$ cat src/rtl/mul_accum.sv
// mul_accum: dot-product reduction stage fed by the registered multiplier.
// A start pulse (accepted only in IDLE) loads a vector length. The block then
// absorbs exactly that many valid product beats into a signed saturating
// accumulator, and presents the sum on a valid/ready port until it is taken.
//
// Handshake: prod_valid has no backpressure; a beat is consumed on any edge
// where prod_valid=1 in ACCUM, and dropped (prod_drop pulse) otherwise. On the
// output side the sum transfers on the edge where sum_valid & sum_ready are
// both 1; sum_data/sum_ovf hold stable while sum_valid=1 and sum_ready=0.
//
// Ports:
//   clock, reset     rising-edge clock, async active-high reset
//   start, len       begin a vector of len products (IDLE only)
//   busy             high in ACCUM and DONE
//   prod_valid/data  signed WIDTH-bit product beats
//   prod_drop        1-cycle pulse after a beat arrived outside ACCUM
//   sum_valid/ready  result handshake
//   sum_data         signed ACC_WIDTH-bit saturated sum
//   sum_ovf          saturation happened somewhere in this vector
//   dbg_state        current FSM state (0=IDLE, 1=ACCUM, 2=DONE)
module mul_accum #(
  parameter int WIDTH     = 32,
  parameter int ACC_WIDTH = 40,
  parameter int CNT_WIDTH = 8
) (
  input  logic                 clock,
  input  logic                 reset,
  input  logic                 start,
  input  logic [CNT_WIDTH-1:0] len,
  output logic                 busy,
  input  logic                 prod_valid,
  input  logic [WIDTH-1:0]     prod_data,
  output logic                 prod_drop,
  output logic                 sum_valid,
  input  logic                 sum_ready,
  output logic [ACC_WIDTH-1:0] sum_data,
  output logic                 sum_ovf,
  output logic [1:0]           dbg_state
);

  typedef enum logic [1:0] {
    S_IDLE  = 2'd0,
    S_ACCUM = 2'd1,
    S_DONE  = 2'd2
  } state_t;

  localparam logic [CNT_WIDTH-1:0] CNT_ONE = {{(CNT_WIDTH-1){1'b0}}, 1'b1};
  localparam logic [ACC_WIDTH-1:0] ACC_MAX = {1'b0, {(ACC_WIDTH-1){1'b1}}};
  localparam logic [ACC_WIDTH-1:0] ACC_MIN = {1'b1, {(ACC_WIDTH-1){1'b0}}};

  state_t               state_q, state_d;
  logic [ACC_WIDTH-1:0] acc_q, acc_d;
  logic                 ovf_q, ovf_d;
  logic [CNT_WIDTH-1:0] rem_q, rem_d;
  logic                 busy_q, busy_d;
  logic                 sum_valid_q, sum_valid_d;
  logic                 prod_drop_q, prod_drop_d;

  // One extra bit of headroom: overflow shows up as the top two bits
  // disagreeing, and the top bit then gives the true sign of the result.
  logic [ACC_WIDTH:0]   add_wide;
  logic [ACC_WIDTH-1:0] add_sat;
  logic                 add_ovf;

  always_comb begin
    add_wide = {acc_q[ACC_WIDTH-1], acc_q}
             + {{(ACC_WIDTH+1-WIDTH){prod_data[WIDTH-1]}}, prod_data};
    add_ovf  = add_wide[ACC_WIDTH] ^ add_wide[ACC_WIDTH-1];
    if (add_ovf) add_sat = add_wide[ACC_WIDTH] ? ACC_MIN : ACC_MAX;
    else         add_sat = add_wide[ACC_WIDTH-1:0];
  end

  always_comb begin
    state_d     = state_q;
    acc_d       = acc_q;
    ovf_d       = ovf_q;
    rem_d       = rem_q;
    prod_drop_d = prod_valid && (state_q != S_ACCUM);
    case (state_q)
      S_IDLE: begin
        if (start) begin
          acc_d   = '0;
          ovf_d   = 1'b0;
          rem_d   = len;
          state_d = (len == '0) ? S_DONE : S_ACCUM;
        end
      end
      S_ACCUM: begin
        if (prod_valid) begin
          acc_d = add_sat;
          ovf_d = ovf_q | add_ovf;
          rem_d = rem_q - CNT_ONE;
          if (rem_q == CNT_ONE) state_d = S_DONE;
        end
      end
      S_DONE: begin
        // sum_valid_q is always 1 here, so sum_ready alone completes it.
        if (sum_ready) state_d = S_IDLE;
      end
      default: state_d = S_IDLE;
    endcase
    busy_d      = (state_d != S_IDLE);
    sum_valid_d = (state_d == S_DONE);
  end

  always_ff @(posedge clock or posedge reset) begin
    if (reset) begin
      state_q     <= S_IDLE;
      acc_q       <= '0;
      ovf_q       <= 1'b0;
      rem_q       <= '0;
      busy_q      <= 1'b0;
      sum_valid_q <= 1'b0;
      prod_drop_q <= 1'b0;
    end else begin
      state_q     <= state_d;
      acc_q       <= acc_d;
      ovf_q       <= ovf_d;
      rem_q       <= rem_d;
      busy_q      <= busy_d;
      sum_valid_q <= sum_valid_d;
      prod_drop_q <= prod_drop_d;
    end
  end

  assign busy      = busy_q;
  assign sum_valid = sum_valid_q;
  assign sum_data  = acc_q;
  assign sum_ovf   = ovf_q;
  assign prod_drop = prod_drop_q;
  assign dbg_state = state_q;

endmodule

$ cat config.mk
export PLATFORM = sky130hd
export DESIGN_NAME = mul_accum
export DESIGN_NICKNAME = d
export VERILOG_FILES = /design/src/rtl/mul_accum.sv
export SDC_FILE = /design/constraint.sdc
export NUM_CORES = 1
export LEC_CHECK = 0
export ABC_AREA = 1
export CAP_MARGIN = 20
export CORE_ASPECT_RATIO = 0.75
export CORE_MARGIN = 1
export CORE_UTILIZATION = 30
export CTS_BUF_LIST = sky130_fd_sc_hd__clkbuf_4 sky130_fd_sc_hd__clkbuf_8
export DETAILED_ROUTE_END_ITERATION = 16
export GPL_ROUTABILITY_DRIVEN = 0
export SYNTH_ARGS = -nofsm -noshare
export SYNTH_HDL_FRONTEND = slang
export SYNTH_SLANG_ARGS = --single-unit
$ cat constraint.sdc
create_clock -name clock -period 2.7 [get_ports clock]
set_input_delay 0.405 -clock clock [delete_from_list [all_inputs] [get_ports clock]]
set_output_delay 0.405 -clock clock [all_outputs]
set_load 0.02 [all_outputs]
==> results.json, run 1 <==
{
  "via_count_of_the_first_global_routing_pass": 5925,
  "core.rowCount": 41,
  "clk_lat_worst_skew_ns": 0.33,
  "finalMaxSlewViolations": 0,
  "initial_core_util_pct": 31.22,
  "ff2ff_setup_slack_ns": 0.18,
  "io_pins": 91,
  "synth.cells.most_frequent": "sky130_fd_sc_hd__nand2_1 (295), sky130_fd_sc_hd__inv_1 (86), sky130_fd_sc_hd__nor2_1 (81)",
  "worstPathCellList": "clkdlybuf4s50_1, ha_1, a21oi_2, o21ai_1, nand2_1, nand2_1, a21oi_2, nand2_1, nand2_2, nand2_4, a21oi_4, buf_6, clkbuf_16, nand2_1, nand2_1",
  "internal-power_mw": 5.514,
  "worst-endpoint-arrival_ns": 2.89,
  "fillerInstances": 1771,
  "grt_antenna_before_repair": 0,
  "status": "finished, final reports clean",
  "crit_top_cell": "sky130_fd_sc_hd__nand2_1",
  "htreeDepth": 2,
  "synth.cell_area_um2": 5334,
  "cts-root-to-sink-buffers": 2,
  "detailed_place_hpwl_mm": 14.90,
  "netlist.top_cell.by_area": "sky130_fd_sc_hd__dfrtp_1",
  "synth.most_common_cell": "sky130_fd_sc_hd__nand2_1",
  "slowest_cell_on_crit_path": "sky130_fd_sc_hd__clkdlybuf4s50_1",
  "clockPowerShare_pct": 5.3,
  "timing.critical_path.required_ns": 2.98,
  "antenna_cells": 0,
  "power.density_nw_per_um2": 1357,
  "layout_min_cycle_time_ns": 2.616,
  "buffer_ports.inserted": 90,
  "worst_setup_hold_path_clk_slew_ns": 0.11,
  "crit_type": "primary input to register",
  "remaining_drc_errors": 0,
  "finalHoldViolCount": 0,
  "leakage_dissipation_nw": 4.011,
  "ys_top_cells_by_area": "sky130_fd_sc_hd__dfrtp_1 (25%), sky130_fd_sc_hd__nand2_1 (21%), sky130_fd_sc_hd__ha_1 (9.9%), sky130_fd_sc_hd__inv_1 (6.1%), sky130_fd_sc_hd__nor2_1 (5.7%)",
  "via_count": 6275,
  "postRouteWirelength_mm": 19.29,
  "slew_at_the_pin_with_the_worst_max_slew_slack_ns": 0.6612,
  "yosysWarningCount": 0,
  "core-area_um2": 17080,
  "critPathTopFamily": "compound AO/OA/AOI/OAI gates",
  "clock_sink_count": 54,
  "fmaxAchievable_ghz": 0.3822,
  "mappedNetlistNets": 932,
  "worstPathBufferInverterCount": 3,
  "dieWidth_um": 156.0,
  "design_power_total_mw": 11.03,
  "grt_max_degree": 46,
  "report.final.setup_viol": 0,
  "irDropWorstVdd_v": 0.0005313,
  "timing.critical_path.fanout_max": 11,
  "synth-seq-cells": 54,
  "sort_of_element_at_the_end_of_the_critical_path": "register",
  "p_sw_share_pct": 49.99,
  "asyncSetResetFlopFracSynth_pct": 100.0,
  "area_share_of_the_leading_cell_type_in_the_synthesized_netlist_pct": 25.33,
  "ys_dominant_reg_cell": "sky130_fd_sc_hd__dfrtp_1",
  "syn_inst": 844,
  "drv_cap": 0,
  "worst_path_largest_cell_delay_ns": 0.42,
  "tritoncts": "built",
  "detail_route.vias_per_cell": 4.765,
  "ys_types": 39,
  "hold_path.class": "primary input to async pin",
  "layout_worst_path_cycle_share_pct": 96.91,
  "share_comb_of_total_power_pct": 80.3,
  "cts_buffers": 5,
  "fin_skew_ns": 0.003340,
  "number_of_flops_mapped_to_enable_cells_by_yosys": 0,
  "antenna_violating_nets_post_route": 0,
  "average_routed_wire_per_standard_cell_um": 14.65,
  "wire_length_of_the_first_global_routing_pass_mm": 29.55,
  "drive_above_1_share_pct": 23.22,
  "die_area_um2": 18320,
  "clock-root-buffer": "sky130_fd_sc_hd__clkbuf_8",
  "overall_global_routing_resource_usage_pct": 20.23,
  "avgSynthCellArea_um2": 6.320,
  "power_frac_seq_pct": 14.4,
  "synth-seq-area-share_pct": 25.33,
  "drt_first_pass_iters": 5,
  "flow.area_growth_from_synthesis_pct": 52.38,
  "fin_util_pct": 47.58,
  "drt-initial-drc-count": 448,
  "setup.worst_path.start_class": "primary input",
  "dieHeight_um": 117.5,
  "relSlewSlack_pct": 55.86,
  "grt.overflow.total": 0,
  "finish.net_count": 1168,
  "p_switching_mw": 5.512
}
-- layout by cell type (no fill, tap or decap), drive strengths merged, types with 4 or more instances in the layout --
cell type      netlist  final
nor2                85     85
inv                 88     88
nand2              310    311
ha                  42     42
o21a                 7      7
o21bai               7      7
or2                  5      5
nand3b               4      4
a21oi               54     54
clkdlybuf4s50        0     88
nor3                10     10
o21ai               60     60
clkbuf               6      6
xnor2                6      6
a31oi                4      4
nand4               12     12
xor2                21     21
buf                 10    153
nor4                 4      4
nand3               42     42
dfrtp               54     54
-- per-layer routing --
layer / vias to the layer above / GRT usage (%) / wire, µm
met1: 2870 / 32.55 / 10390
met5: - / 0 / 0
met2: 186 / 28.24 / 7514
met3: 10 / 2.798 / 1252
met4: 0 / 3.125 / 127
li1: 3209 / - / -
-- power by group through the flow --
stage	combinational [mW]	clock, mW	sequential [mW]
2_1_floorplan	4.06	0	1.88
3_3_place_gp	7.84	0	1.56
3_5_place_dp	7.91	0	1.56
4_1_cts	7.99	0.613	1.55
5_1_grt	9.64	0.639	1.64
6_report	8.85	0.589	1.58
-- logic make-up (layout without fill, tap and decap cells) --
group	after synthesis	in the layout	share of synthesized area (%)
flops	54	54	25.33
fa+ha+maj	43	43	10.23
xor+xnor	27	27	4.434
compound gates	142	142	14.82
simple gates	474	475	37.11
buf+inv	104	340	8.069
-- path summary, 6_finish.rpt --
check,start,to,cells past startpoint
min in group clock,sum_data[6]$_DFFE_PP0P_,sum_data[6]$_DFFE_PP0P_,2
max in group asynchronous,reset,sum_data[21]$_DFFE_PP0P_,3
hold / removal,reset,sum_data[16]$_DFFE_PP0P_,2
setup / recovery,prod_data[26],sum_data[27]$_DFFE_PP0P_,15
hold reg to reg,sum_data[6]$_DFFE_PP0P_,sum_data[6]$_DFFE_PP0P_,2
setup reg to reg,sum_data[26]$_DFFE_PP0P_,sum_data[27]$_DFFE_PP0P_,14
-- sequential cells by signal, indices dropped and copies added, names as in the netlist --
| signal | cells |
|---|---|
| busy | 1 |
| dbg_state | 2 |
| prod_drop | 1 |
| rem_q | 8 |
| sum_data | 40 |
| sum_ovf | 1 |
| sum_valid | 1 |
-- stage by stage --
stage / cells / hold slack (ns) / setup WS [ns] / instance area, µm² / TNS (ns)
6_report: 1317 / 0.4786 / 0.08352 / 8128 / 0
5_1_grt: 1317 / 0.5295 / -0.02871 / 8128 / -0.08689
4_1_cts: 1311 / 0.5019 / 0.002817 / 7704 / 0
3_5_place_dp: 1303 / 0.4995 / -0.4188 / 7581 / -13.61
3_3_place_gp: 1303 / 0.4964 / -0.3462 / 7581 / -11.28
2_1_floorplan: 844 / 0.4729 / 0.2578 / 5334 / 0
-- final cells by class --
cell class                 instances  area [µm²]  area share [%]
multi-input combinational        687        3902           48.01
timing repair buffer             244        2135           26.26
sequential                        54        1351           16.63
inverter                          88       330.3           4.064
tap                              236       295.3           3.633
clock buffer                       5       68.82          0.8467
clock inverter                     3       45.04          0.5542
-- repair_timing --
item | CTS | global route
setup endpoints to repair | 12 | 40
resized for setup | 1 | 85
pin swaps | 0 | 7
setup buffers | 0 | 2
hold buffers | 0 | 0
cloned | 0 | 4
No activity file was read; power rests on OpenSTA's default activity.
==> run 2, diff against run 1 <==
--- a/config.mk
+++ b/config.mk
@@ -13,6 +13,7 @@
 export CTS_BUF_LIST = sky130_fd_sc_hd__clkbuf_4 sky130_fd_sc_hd__clkbuf_8
 export DETAILED_ROUTE_END_ITERATION = 16
 export GPL_ROUTABILITY_DRIVEN = 0
+export SKIP_CTS_REPAIR_TIMING = 1
 export SYNTH_ARGS = -nofsm -noshare
 export SYNTH_HDL_FRONTEND = slang
 export SYNTH_SLANG_ARGS = --single-unit
==> run 2 against run 1 <==
- worst hold slack gained 0.0031 ns
- non-clock buffer count unchanged
- sequential cell count did not move
- global-route usage is essentially flat
- core utilization decreased by 0.18 points
- die area stayed put
- largest power group unchanged
- maximum frequency is 3.0% lower
- critical endpoint unchanged
- register-to-register slack got worse by 0.09 ns
- via count decreased by 0.69%
- combinational power about the same
==> results.json, run 2 (synthesis gave the netlist of run 1 again) <==
{
  "status": "finished, final reports clean",
  "sort_of_element_at_the_end_of_the_critical_path": "register",
  "cts_buffers": 5,
  "slew_at_the_pin_with_the_worst_max_slew_slack_ns": 0.6655,
  "dieHeight_um": 117.5,
  "fillerInstances": 1776,
  "detailed_place_hpwl_mm": 14.90,
  "via_count_of_the_first_global_routing_pass": 5912,
  "wire_length_of_the_first_global_routing_pass_mm": 29.53,
  "drive_above_1_share_pct": 22.57,
  "leakage_dissipation_nw": 4.005,
  "power.density_nw_per_um2": 1357,
  "clock-root-buffer": "sky130_fd_sc_hd__clkbuf_8",
  "overall_global_routing_resource_usage_pct": 20.22,
  "layout_min_cycle_time_ns": 2.698,
  "critPathTopFamily": "compound AO/OA/AOI/OAI gates",
  "crit_top_cell": "sky130_fd_sc_hd__nand2_1",
  "placed_cell_area_um2": 7581,
  "grt_max_degree": 46,
  "irDropWorstVdd_v": 0.0005291,
  "worstPathBufferInverterCount": 3,
  "timing.critical_path.fanout_max": 11,
  "dieWidth_um": 156.0,
  "flow.area_growth_from_synthesis_pct": 51.82,
  "buffer_ports.inserted": 90,
  "drt-initial-drc-count": 470,
  "relSlewSlack_pct": 55.57,
  "io_pins": 91,
  "report.final.setup_viol": 0,
  "average_routed_wire_per_standard_cell_um": 14.63,
  "core-area_um2": 17080,
  "drv_cap": 0,
  "final_cell_area_um2": 8098,
  "htreeDepth": 2,
  "setup.worst_path.start_class": "primary input",
  "largest_reg_flops": 40,
  "layout_commonest_cell": "sky130_fd_sc_hd__nand2_1",
  "via_count": 6232,
  "fin_hold_ws_ns": 0.4816,
  "timing.critical_path.required_ns": 2.98,
  "antenna_cells": 0,
  "fin_skew_ns": 0.002884,
  "postLayoutSetupSlackWorst_ns": 0.002300,
  "layout.cells.non_filler": 1317,
  "design_power_total_mw": 10.99,
  "initial_core_util_pct": 31.22,
  "cts-root-to-sink-buffers": 2,
  "mostFrequentLayoutCells": "sky130_fd_sc_hd__nand2_1 (287), sky130_fd_sc_hd__buf_4 (145), sky130_fd_sc_hd__clkdlybuf4s50_1 (89), sky130_fd_sc_hd__inv_1 (85), sky130_fd_sc_hd__nor2_1 (77)",
  "dp_worst_setup_slack_ns": -0.4188,
  "tritoncts": "built",
  "worst_setup_hold_path_clk_slew_ns": 0.11,
  "worst_path_largest_cell_delay_ns": 0.43,
  "finish.net_count": 1168,
  "worst-endpoint-arrival_ns": 2.98,
  "hold_path.class": "primary input to async pin",
  "worstPathCellList": "clkdlybuf4s50_1, ha_1, a21oi_1, o21a_1, nand2_1, a21oi_2, nand2_1, nand2_2, nand2_4, a21oi_4, buf_6, clkbuf_16, nand2_1, nand2_1",
  "grt_antenna_before_repair": 0,
  "clk_lat_worst_skew_ns": 0.33,
  "remaining_drc_errors": 0,
  "clock_sink_count": 54,
  "post-place-cells": 1303,
  "timing.setup.tns_ns": 0,
  "layout_worst_path_cycle_share_pct": 99.91,
  "slowest_cell_on_crit_path": "sky130_fd_sc_hd__clkdlybuf4s50_1",
  "crit_type": "primary input to register",
  "grt.overflow.total": 0,
  "fmaxAchievable_ghz": 0.3707,
  "die_area_um2": 18320,
  "core.rowCount": 41,
  "fin_util_pct": 47.40,
  "drt_first_pass_iters": 7,
  "regArea_um2": 1351,
  "antenna_violating_nets_post_route": 0,
  "finalHoldViolCount": 0,
  "footprint_of_the_multi_input_gates_um2": 3871,
  "detail_route.vias_per_cell": 4.732,
  "finalMaxSlewViolations": 0,
  "postRouteWirelength_mm": 19.27
}
==> run 2: layout make-up <==
cell class / count / share of cell area [%]
repair buffers: 244 / 26.38
multi-input cells: 687 / 47.81
inverters: 88 / 4.079
clock inverters: 3 / 0.5562
well taps: 236 / 3.646
clock buffers: 5 / 0.8498
flip-flops and latches: 54 / 16.69
==> run 2: power by group <==
group	internal, mW	switching, mW	leakage, nW
registers	1.21	0.373	0.646
logic	4.01	4.81	3.31
clock network	0.277	0.312	0.0504
total	5.49	5.49	4.00
==> run 2: per-layer routing <==
metal  vias up  track usage [%]  routed length [µm]
li1       3211                -                   -
met1      2831            32.57               10350
met2       183            28.18                7488
met3         7            2.798                1353
met4         0            3.125                  76
met5         -                0                   0
==> run 2: path summary, 6_finish.rpt <==
| path | start | to | slack [ns] | cells after the start |
|---|---|---|---|---|
| max | prod_data[30] | sum_data[27]$_DFFE_PP0P_ | 0.002 | 14 |
| min | reset | sum_data[16]$_DFFE_PP0P_ | 0.48 | 2 |
| max reg2reg | sum_data[30]$_DFFE_PP0P_ | sum_data[27]$_DFFE_PP0P_ | 0.09 | 13 |
| min reg2reg | sum_data[6]$_DFFE_PP0P_ | sum_data[6]$_DFFE_PP0P_ | 0.52 | 2 |
| max in group asynchronous | reset | sum_data[21]$_DFFE_PP0P_ | 1.63 | 3 |
| min in group clock | sum_data[6]$_DFFE_PP0P_ | sum_data[6]$_DFFE_PP0P_ | 0.52 | 2 |
